**src/rtl/gray_bin_frame.sv**
```systemverilog
// Framed gray-to-binary pixel stage: fixed/inverted/band/line-hysteresis modes, 1-cycle latency.
// Optional macro GRAY_BIN_STAT_EN adds a per-frame count of output ones (ones_cnt/stat_vld).
module gray_bin_frame #(
    parameter int DW   = 8,
    parameter int COLS = 640,
    parameter int CW   = 20
) (
    input  logic          clk,
    input  logic          rst,
    input  logic [1:0]    mode,
    input  logic [DW-1:0] thr_lo,
    input  logic [DW-1:0] thr_hi,
    input  logic [DW-1:0] din,
    input  logic          din_vld,
    input  logic          din_sop,
    input  logic          din_eop,
    output logic          dout,
    output logic          dout_vld,
    output logic          dout_sop,
    output logic          dout_eop,
    output logic          frm_err,
`ifdef GRAY_BIN_STAT_EN
    output logic [CW-1:0] ones_cnt,
    output logic          stat_vld,
`endif
    output logic          busy
);

    localparam int CNTW = (COLS > 1) ? $clog2(COLS) : 1;
    localparam logic [CNTW-1:0] LAST_COL = CNTW'(COLS - 1);

    typedef enum logic {IDLE, ACTIVE} state_t;

    state_t          state_q, state_d;
    logic [CNTW-1:0] col_q, col_d, col_cur;
    logic            hyst_q, hyst_d, hyst_cur;
    logic [1:0]      mode_q, mode_e;
    logic [DW-1:0]   lo_q, hi_q, lo_e, hi_e;
    logic            acc, res, last_col, err_d;
    logic            dout_q, vld_q, sop_q, eop_q, err_q;

    // The sop pixel sees live config and a fresh line; everything else uses the frame's latched copy.
    always_comb begin
        mode_e   = din_sop ? mode   : mode_q;
        lo_e     = din_sop ? thr_lo : lo_q;
        hi_e     = din_sop ? thr_hi : hi_q;
        col_cur  = din_sop ? '0     : col_q;
        hyst_cur = din_sop ? 1'b0   : hyst_q;
        last_col = (col_cur == LAST_COL);
        unique case (mode_e)
            2'd0:    res = (din >= lo_e);
            2'd1:    res = (din <  lo_e);
            2'd2:    res = (din >= lo_e) && (din <= hi_e);
            default: res = (din >= hi_e) || ((din >= lo_e) && hyst_cur);
        endcase
    end

    always_comb begin
        acc     = 1'b0;
        err_d   = 1'b0;
        state_d = state_q;
        col_d   = col_q;
        hyst_d  = hyst_q;
        if (din_vld) begin
            acc   = din_sop || (state_q == ACTIVE);
            err_d = (state_q == IDLE) ? !din_sop
                                      : (din_sop || (din_eop && !last_col));
        end
        if (acc) begin
            col_d   = last_col ? '0   : col_cur + 1'b1;
            hyst_d  = last_col ? 1'b0 : res;
            state_d = din_eop ? IDLE : ACTIVE;
        end
    end

    always_ff @(posedge clk or posedge rst) begin
        if (rst) begin
            state_q <= IDLE;
            col_q   <= '0;
            hyst_q  <= 1'b0;
            mode_q  <= '0;
            lo_q    <= '0;
            hi_q    <= '0;
            dout_q  <= 1'b0;
            vld_q   <= 1'b0;
            sop_q   <= 1'b0;
            eop_q   <= 1'b0;
            err_q   <= 1'b0;
        end else begin
            state_q <= state_d;
            col_q   <= col_d;
            hyst_q  <= hyst_d;
            if (acc && din_sop) begin
                mode_q <= mode;
                lo_q   <= thr_lo;
                hi_q   <= thr_hi;
            end
            dout_q <= acc && res;
            vld_q  <= acc;
            sop_q  <= acc && din_sop;
            eop_q  <= acc && din_eop;
            err_q  <= err_d;
        end
    end

    assign dout     = dout_q;
    assign dout_vld = vld_q;
    assign dout_sop = sop_q;
    assign dout_eop = eop_q;
    assign frm_err  = err_q;
    assign busy     = (state_q == ACTIVE);

`ifdef GRAY_BIN_STAT_EN
    logic [CW-1:0] cnt_q, cnt_d, cnt_base, ones_q;
    logic          stat_q;

    always_comb begin
        cnt_base = (acc && din_sop) ? '0 : cnt_q;
        cnt_d    = (acc && res && (cnt_base != '1)) ? cnt_base + 1'b1 : cnt_base;
    end

    // The reported total includes the eop pixel itself, hence cnt_d rather than cnt_q.
    always_ff @(posedge clk or posedge rst) begin
        if (rst) begin
            cnt_q  <= '0;
            ones_q <= '0;
            stat_q <= 1'b0;
        end else begin
            cnt_q  <= cnt_d;
            stat_q <= acc && din_eop;
            if (acc && din_eop) ones_q <= cnt_d;
        end
    end

    assign ones_cnt = ones_q;
    assign stat_vld = stat_q;
`endif

endmodule

```
**config.mk**
```make
export PLATFORM = sky130hd
export DESIGN_NAME = gray_bin_frame
export DESIGN_NICKNAME = d
export VERILOG_FILES = /design/src/rtl/gray_bin_frame.sv
export SDC_FILE = /design/constraint.sdc
export NUM_CORES = 1
export LEC_CHECK = 0
export BUFFER_PORTS_ARGS = -buffer_cell sky130_fd_sc_hd__buf_2
export CAP_MARGIN = 20
export CORE_ASPECT_RATIO = 1.25
export CORE_UTILIZATION = 37
export CTS_CLUSTER_DIAMETER = 60
export DETAILED_ROUTE_END_ITERATION = 6
export GPL_ROUTABILITY_DRIVEN = 0
export PLACE_DENSITY_LB_ADDON = 0.3
export SLEW_MARGIN = 20
export SYNTH_ARGS = -nofsm -noshare
export SYNTH_HDL_FRONTEND = slang
export SYNTH_SLANG_ARGS = --single-unit
```
**constraint.sdc**
```tcl
create_clock -name clk -period 3 [get_ports clk]
set_clock_uncertainty 0.2 [all_clocks]
set_input_delay 0.6 -clock clk [delete_from_list [all_inputs] [get_ports clk]]
set_output_delay 0.6 -clock clk [all_outputs]
set_load 0.005 [all_outputs]
```
==> impl_metrics.py, run 1 <==
metrics = {
    "status": {
        "outcome": "complete, no violations",
    },
    "timing": {
        "fin_crit_sh": 0.8134,
        "max_freq_ghz": 0.4098,
        "finalHoldViolations": 0,
        "tns_ns": 0,
        "tightest_slew_ns": 0.6508,
        "slew_viol_final": 0,
        "period_needed_ns": 2.440,
        "setup_viol_count_final": 0,
        "slew_headroom": 0.5632,
        "rsz0062_at_grt": "no",
        "setup_ws_ns": 0.5599,
    },
    "cells_and_area": {
        "final_common_cell": "buf_2",
        "drive_above_1_share": 0.3143,
        "multiInputGateArea_mm2": 0.001192,
        "layout_common_cells": "buf_2 (36), dfrtp_1 (35), mux2_2 (19), ha_1 (17), a21oi_1 (15)",
        "final_nets": 292,
        "area_growth_syn_to_layout_pct": 16.64,
        "instances_no_fill": 309,
        "fill_cells": 545,
        "antenna_cells": 0,
        "regArea_um2": 875.8,
    },
    "drt": {
        "drt_iter0_drc": 91,
        "route.detailed.drc": 0,
        "wl_per_cell_um": 14.87,
        "ant_nets": 0,
        "routed_wl_um": 4594,
        "first_pass_iters": 4,
        "num_vias": 1702,
        "vias_per_cell": 5.508,
    },
    "clock_tree": {
        "cts_buffer_depth": 2,
        "cts_sinks": 35,
        "path_clk_slew_ns": 0.07,
        "cts_buffers": 5,
        "cts_tree": "done",
        "clockRootBuffer": "clkbuf_8",
        "cts_hold_buffers": 0,
        "htree_num_levels": 2,
        "cts_resized": 0,
        "clk-insertion-delay-late_ns": 0.29,
        "cts_setup_buffers": 0,
    },
    "floorplanning": {
        "core_area_mm2": 0.005518,
        "die_x_um": 70.20,
        "rows": 30,
        "die-area_mm2": 0.006124,
        "fp.dieH_um": 87.24,
        "start_util": 0.3898,
        "ios": 37,
    },
    "worst_setup_path": {
        "worstPathArrival_ns": 2.44,
        "crit_buf_inv": 2,
        "cp-start-kind": "primary input",
        "cp_cell_sequence": "buf_2, buf_12, mux2i_1, ha_1, a21oi_1, o21ai_0, or3b_1, o21ai_1, a21oi_1, o31ai_1",
        "path_common_cell": "a21oi_1",
        "end_kind": "flip-flop",
        "cp_slowest_cell": "or3b_1",
        "crit_fanout": 26,
        "cpPeakStageDelay_ns": 0.39,
        "path_class": "primary input to flip-flop",
        "crit_family": "compound AO/OA/AOI/OAI gates",
        "required_ns": 3.00,
    },
    "logic_synthesis": {
        "avgSynthCellArea_um2": 10.65,
        "yosys_warnings": 0,
        "synth_cell_type_count": 43,
        "synth.ff_latch_count": 35,
        "synthesis.nets": 250,
        "syn_area_mm2": 0.002151,
        "ys_seq_area_frac": 0.4072,
        "synthCells": 202,
    },
    "grt": {
        "grt_start_max_net_pins": 36,
        "antenna_found_initial": 0,
        "track_usage": 0.1582,
        "grt_pass1_wl_um": 7438,
        "grt_pass1_vias": 1616,
        "grt_overflow_total": 0,
    },
    "power": {
        "power.density_mw_per_mm2": 502.5,
        "leakagePower_nw": 1.158,
        "ir_drop_uv": 300.7,
        "p_total_w": 0.001261,
    },
    "placed_design": {
        "dp_worst_setup_slack_ns": 0.2239,
        "dp_hpwl_um": 3402,
        "port_buffers": 36,
        "dpl.cell_count": 301,
    },
    "min_path": {
        "worstHoldPathType": "primary input to async pin",
    },
    "run": {
        "max_cap_viol_count": 0,
    },
}
[path summary, 6_finish.rpt]
kind / startpoint / end / slack, ns / cells past startpoint
setup / recovery: din_sop / hyst_q$_DFFE_PP0P_ / 0.56 / 10
hold / removal: rst / col_q[3]$_DFFE_PP0P_ / 0.19 / 3
setup reg to reg: hi_q[0]$_DFFE_PP0P_ / hyst_q$_DFFE_PP0P_ / 0.69 / 8
hold reg to reg: col_q[9]$_DFFE_PP0P_ / col_q[9]$_DFFE_PP0P_ / 0.28 / 1
max in group asynchronous: rst / dout_sop$_DFF_PP0_ / 2.07 / 3
min in group clk: col_q[9]$_DFFE_PP0P_ / col_q[9]$_DFFE_PP0P_ / 0.28 / 1
[worst reg2reg max path: stages, from the launching register on]
cell,delay (ns)
dfrtp_1,0.39
mux2_2,0.27
ha_1,0.29
nand2b_1,0.15
a2111o_1,0.41
a21oi_1,0.14
o32ai_1,0.10
a21oi_1,0.17
o31ai_1,0.08
[metrics by stage]
stage                     cell area (um2)  utilization  hold WS, ns
after floorplan                      2151            -       0.2329
after CTS                            2509       0.4546       0.2188
after global placement               2409       0.4365       0.2503
after global routing                 2509       0.4546       0.2322
after detailed placement             2409       0.4365       0.2676
final                                2509       0.4546       0.1947
[power by group]
part	switching [W]	internal, W	leakage [nW]	total [W]
Sequential	0.0000487	0.000535	0.434	0.000584
Combinational	0.000144	0.000144	0.673	0.000287
Clock	0.000180	0.000210	0.0515	0.000390
[metal layers]
| metal | vias to the layer above | part of all wire | track usage |
|---|---|---|---|
| li1 | 841 | - | - |
| met1 | 808 | 0.43 | 0.1794 |
| met2 | 42 | 0.51 | 0.2815 |
| met3 | 11 | 0.038 | 0.04051 |
| met4 | 0 | 0.019 | 0.06727 |
| met5 | - | 0 | 0 |
[cells by family after synthesis]
kind of cell,Yosys count,share of synthesized area
compound gates,55,0.1577
fa+ha+maj,17,0.09889
buf+inv,14,0.03839
flops,35,0.4072
mux,33,0.1646
simple gates,48,0.1332
[registers in the layout (all words and copies together) (netlist names), 2 cells and up]
| register | count |
|---|---|
| mode_q | 2 |
| hi_q | 8 |
| col_q | 10 |
| lo_q | 8 |
[final cells by class]
| type | instances | area share |
|---|---|---|
| clock buffer | 8 | 0.03990 |
| inverter | 8 | 0.01197 |
| multi-input combinational | 153 | 0.4753 |
| timing repair buffer | 41 | 0.09177 |
| tap | 64 | 0.03192 |
| sequential | 35 | 0.3491 |
[synthesized netlist by cell type]
| cell type | instances | area share |
|---|---|---|
| a311oi_1 | 1 | 0.0041 |
| nor2_1 | 6 | 0.010 |
| o31ai_1 | 5 | 0.017 |
| inv_2 | 1 | 0.0017 |
| ha_1 | 17 | 0.099 |
| a211oi_1 | 3 | 0.010 |
| nor2b_1 | 5 | 0.015 |
| o211ai_1 | 3 | 0.010 |
| and3_2 | 1 | 0.0035 |
| a21oi_1 | 15 | 0.035 |
| nor3_2 | 1 | 0.0047 |
| or2_2 | 1 | 0.0029 |
| and2_1 | 1 | 0.0029 |
| mux2i_1 | 14 | 0.065 |
| nand2b_1 | 1 | 0.0029 |
| o32ai_1 | 1 | 0.0041 |
| o41ai_1 | 2 | 0.0081 |
| clkbuf_8 | 2 | 0.013 |
| buf_2 | 2 | 0.0047 |
| nand4_1 | 6 | 0.017 |
| nand3_2 | 1 | 0.0047 |
| a32o_1 | 1 | 0.0047 |
| or3b_1 | 1 | 0.0041 |
| a31oi_1 | 3 | 0.0087 |
| clkbuf_1 | 1 | 0.0017 |
| or2b_2 | 1 | 0.0041 |
| and4b_4 | 1 | 0.0064 |
| o21ai_0 | 13 | 0.030 |
| nand2_1 | 14 | 0.024 |
| nor3_1 | 2 | 0.0047 |
| o21a_1 | 1 | 0.0035 |
| a32oi_1 | 1 | 0.0041 |
| dfrtp_1 | 35 | 0.41 |
| buf_6 | 1 | 0.0052 |
| inv_1 | 7 | 0.012 |
| a2111o_1 | 1 | 0.0052 |
| nor2b_2 | 1 | 0.0041 |
| o21ai_1 | 5 | 0.012 |
| nor3b_1 | 1 | 0.0035 |
| mux2_2 | 19 | 0.099 |
| nand4_2 | 1 | 0.0058 |
| nand3_1 | 2 | 0.0047 |
| nor3_4 | 1 | 0.0076 |
Note: power is estimated with default switching activity, not from simulation.
==> run 2: changes to the inputs <==
Settings changed: ABC_AREA set to 1.
Clock period 3 ns to 2.2 ns, I/O delays scaled along.
==> impl_metrics.py, run 2 <==
metrics = {
    "cells_and_area": {
        "antenna_cells": 0,
        "final_common_cell": "nand2_1",
        "largest_register_ffs": 10,
        "reg_top3": "col_q: 10 flops, hi_q: 8 flops, lo_q: 8 flops",
        "layout_common_cells": "nand2_1 (75), inv_1 (35), dfrtp_1 (35), buf_2 (35), o21ai_0 (30)",
        "final_nets": 385,
        "fill_cells": 585,
        "drive_above_1_share": 0.2456,
        "top_register": "col_q",
        "area_growth_syn_to_layout_pct": 21.39,
    },
    "drt": {
        "routed_wl_um": 4889,
        "num_vias": 1959,
        "first_pass_iters": 4,
        "route.detailed.drc": 0,
        "drt_iter0_drc": 72,
        "vias_per_cell": 4.849,
        "ant_nets": 0,
        "wl_per_cell_um": 12.10,
    },
    "logic_synthesis": {
        "yosys_warnings": 0,
        "synthesis.nets": 332,
        "syn_area_mm2": 0.002235,
        "yosys.area.top_type": "dfrtp_1",
        "synth-main-ff-cell": "dfrtp_1",
        "ys_async_sr_fraction": 1.000,
        "synth_cell_type_count": 34,
        "ys_seq_area_frac": 0.3919,
        "synth.top_cell.area_share": 0.3919,
        "yosysMostFrequentCell": "nand2_1",
        "synth_common_cells": "nand2_1 (75), dfrtp_1 (35), inv_1 (35)",
        "synthCells": 284,
        "synthTopCellsByArea": "dfrtp_1 (39%), nand2_1 (13%), ha_1 (9.5%)",
        "synth.ff_latch_count": 35,
        "synth-edff-count": 0,
        "avgSynthCellArea_um2": 7.868,
    },
    "min_path": {
        "worstHoldPathType": "primary input to async pin",
    },
    "power": {
        "leakagePower_nw": 1.398,
        "p_total_w": 0.001714,
        "ir_drop_uv": 250.5,
        "power.density_mw_per_mm2": 631.9,
    },
    "grt": {
        "grt_pass1_vias": 1953,
        "track_usage": 0.1756,
        "grt_start_max_net_pins": 36,
        "grt_overflow_total": 0,
        "antenna_found_initial": 0,
        "grt_pass1_wl_um": 8638,
    },
    "status": {
        "outcome": "complete, no violations",
    },
    "placed_design": {
        "dp_hpwl_um": 3825,
        "port_buffers": 36,
    },
    "clock_tree": {
        "cts_hold_buffers": 0,
        "path_clk_slew_ns": 0.08,
        "clk-insertion-delay-late_ns": 0.29,
        "clockRootBuffer": "clkbuf_8",
        "htree_num_levels": 2,
        "cts_buffer_depth": 2,
        "cts_sinks": 35,
        "cts_buffers": 5,
        "cts_resized": 0,
        "cts_setup_buffers": 0,
        "cts_tree": "done",
    },
    "floorplanning": {
        "rows": 31,
        "core_area_mm2": 0.005818,
        "die_x_um": 71.51,
        "start_util": 0.3841,
        "fp.dieH_um": 88.89,
        "die-area_mm2": 0.006357,
        "ios": 37,
    },
    "timing": {
        "fin_crit_sh": 0.8928,
        "rsz0062_at_grt": "no",
        "setup_viol_count_final": 0,
        "slew_headroom": 0.7040,
        "tns_ns": 0,
        "max_freq_ghz": 0.5091,
        "finalHoldViolations": 0,
        "period_needed_ns": 1.964,
        "slew_viol_final": 0,
        "tightest_slew_ns": 0.4440,
    },
    "worst_setup_path": {
        "worstPathArrival_ns": 1.95,
        "path_class": "primary input to flip-flop",
        "end_kind": "flip-flop",
        "cp-start-kind": "primary input",
        "required_ns": 2.19,
        "crit_fanout": 11,
    },
    "run": {
        "max_cap_viol_count": 0,
    },
}
==> run 2: kinds of logic after synthesis <==
| kind of cell | Yosys count | synth area share |
|---|---|---|
| and+or+nand+nor | 119 | 0.2486 |
| AOI/OAI and AO/OA | 60 | 0.1506 |
| buffers and inverters | 48 | 0.09406 |
| DFF | 35 | 0.3919 |
| adders and majority gates | 17 | 0.09518 |
| xor gates and xnor gates | 5 | 0.01960 |
==> run 2: final cells by class <==
class,count,area [um2],area share
clock buffer,8,100.1,0.03690
inverter,39,148.9,0.05489
multi-input combinational,201,1151,0.4244
sequential,35,875.8,0.3229
tap,66,82.58,0.03044
timing repair buffer,55,354.1,0.1305
==> run 2: final timing paths <==
path,cells past startpoint,slack [ns],startpoint,endpoint
worst max-delay path,13,0.24,din_sop,hyst_q$_DFFE_PP0P_
worst min-delay path,3,0.04,rst,col_q[9]$_DFFE_PP0P_
worst max register to register,11,0.28,hi_q[7]$_DFFE_PP0P_,hyst_q$_DFFE_PP0P_
worst min register to register,2,0.29,lo_q[6]$_DFFE_PP0P_,lo_q[6]$_DFFE_PP0P_
max in group asynchronous,3,1.45,rst,dout_sop$_DFF_PP0_
min in group clk,3,0.20,din_eop,dout_eop$_DFF_PP0_
==> run 2: worst max-delay path: stages <==
cell and delay [ns]:
buf_6 0.14, buf_12 0.14, o21ai_0 0.19, ha_1 0.28
a21oi_1 0.15, o21a_1 0.14, nand2_1 0.06, nor2_1 0.09
nand2_1 0.06, nand2_1 0.08, nand2_1 0.06, nand3_1 0.07
nand2_1 0.05
==> run 2: where the power goes <==
part | internal (W) | switching, W
clock | 0.000286 | 0.000240
sequential | 0.000727 | 0.0000442
combinational | 0.000179 | 0.000238
==> run 2: stage by stage <==
stage                     cells  cell area, um2  setup slack [ns]  hold WS (ns)    util
after floorplan             284            2251          0.002110        0.2478       -
after global placement      396            2606           -0.1750        0.2650  0.4480
after detailed placement    396            2606           -0.2262        0.2721  0.4480
after CTS                   404            2706           0.08568       0.04804  0.4652
after global routing        404            2713          0.004445       0.07153  0.4662
final                       404            2713            0.2359       0.03880  0.4662
==> run 2: routing by layer <==
layer / global-route usage / part of all wire / vias up
li1: - / - / 1026
met1: 0.2018 / 0.44 / 890
met2: 0.3229 / 0.50 / 34
met3: 0.03608 / 0.036 / 9
met4: 0.06595 / 0.017 / 0
met5: 0 / 0 / -
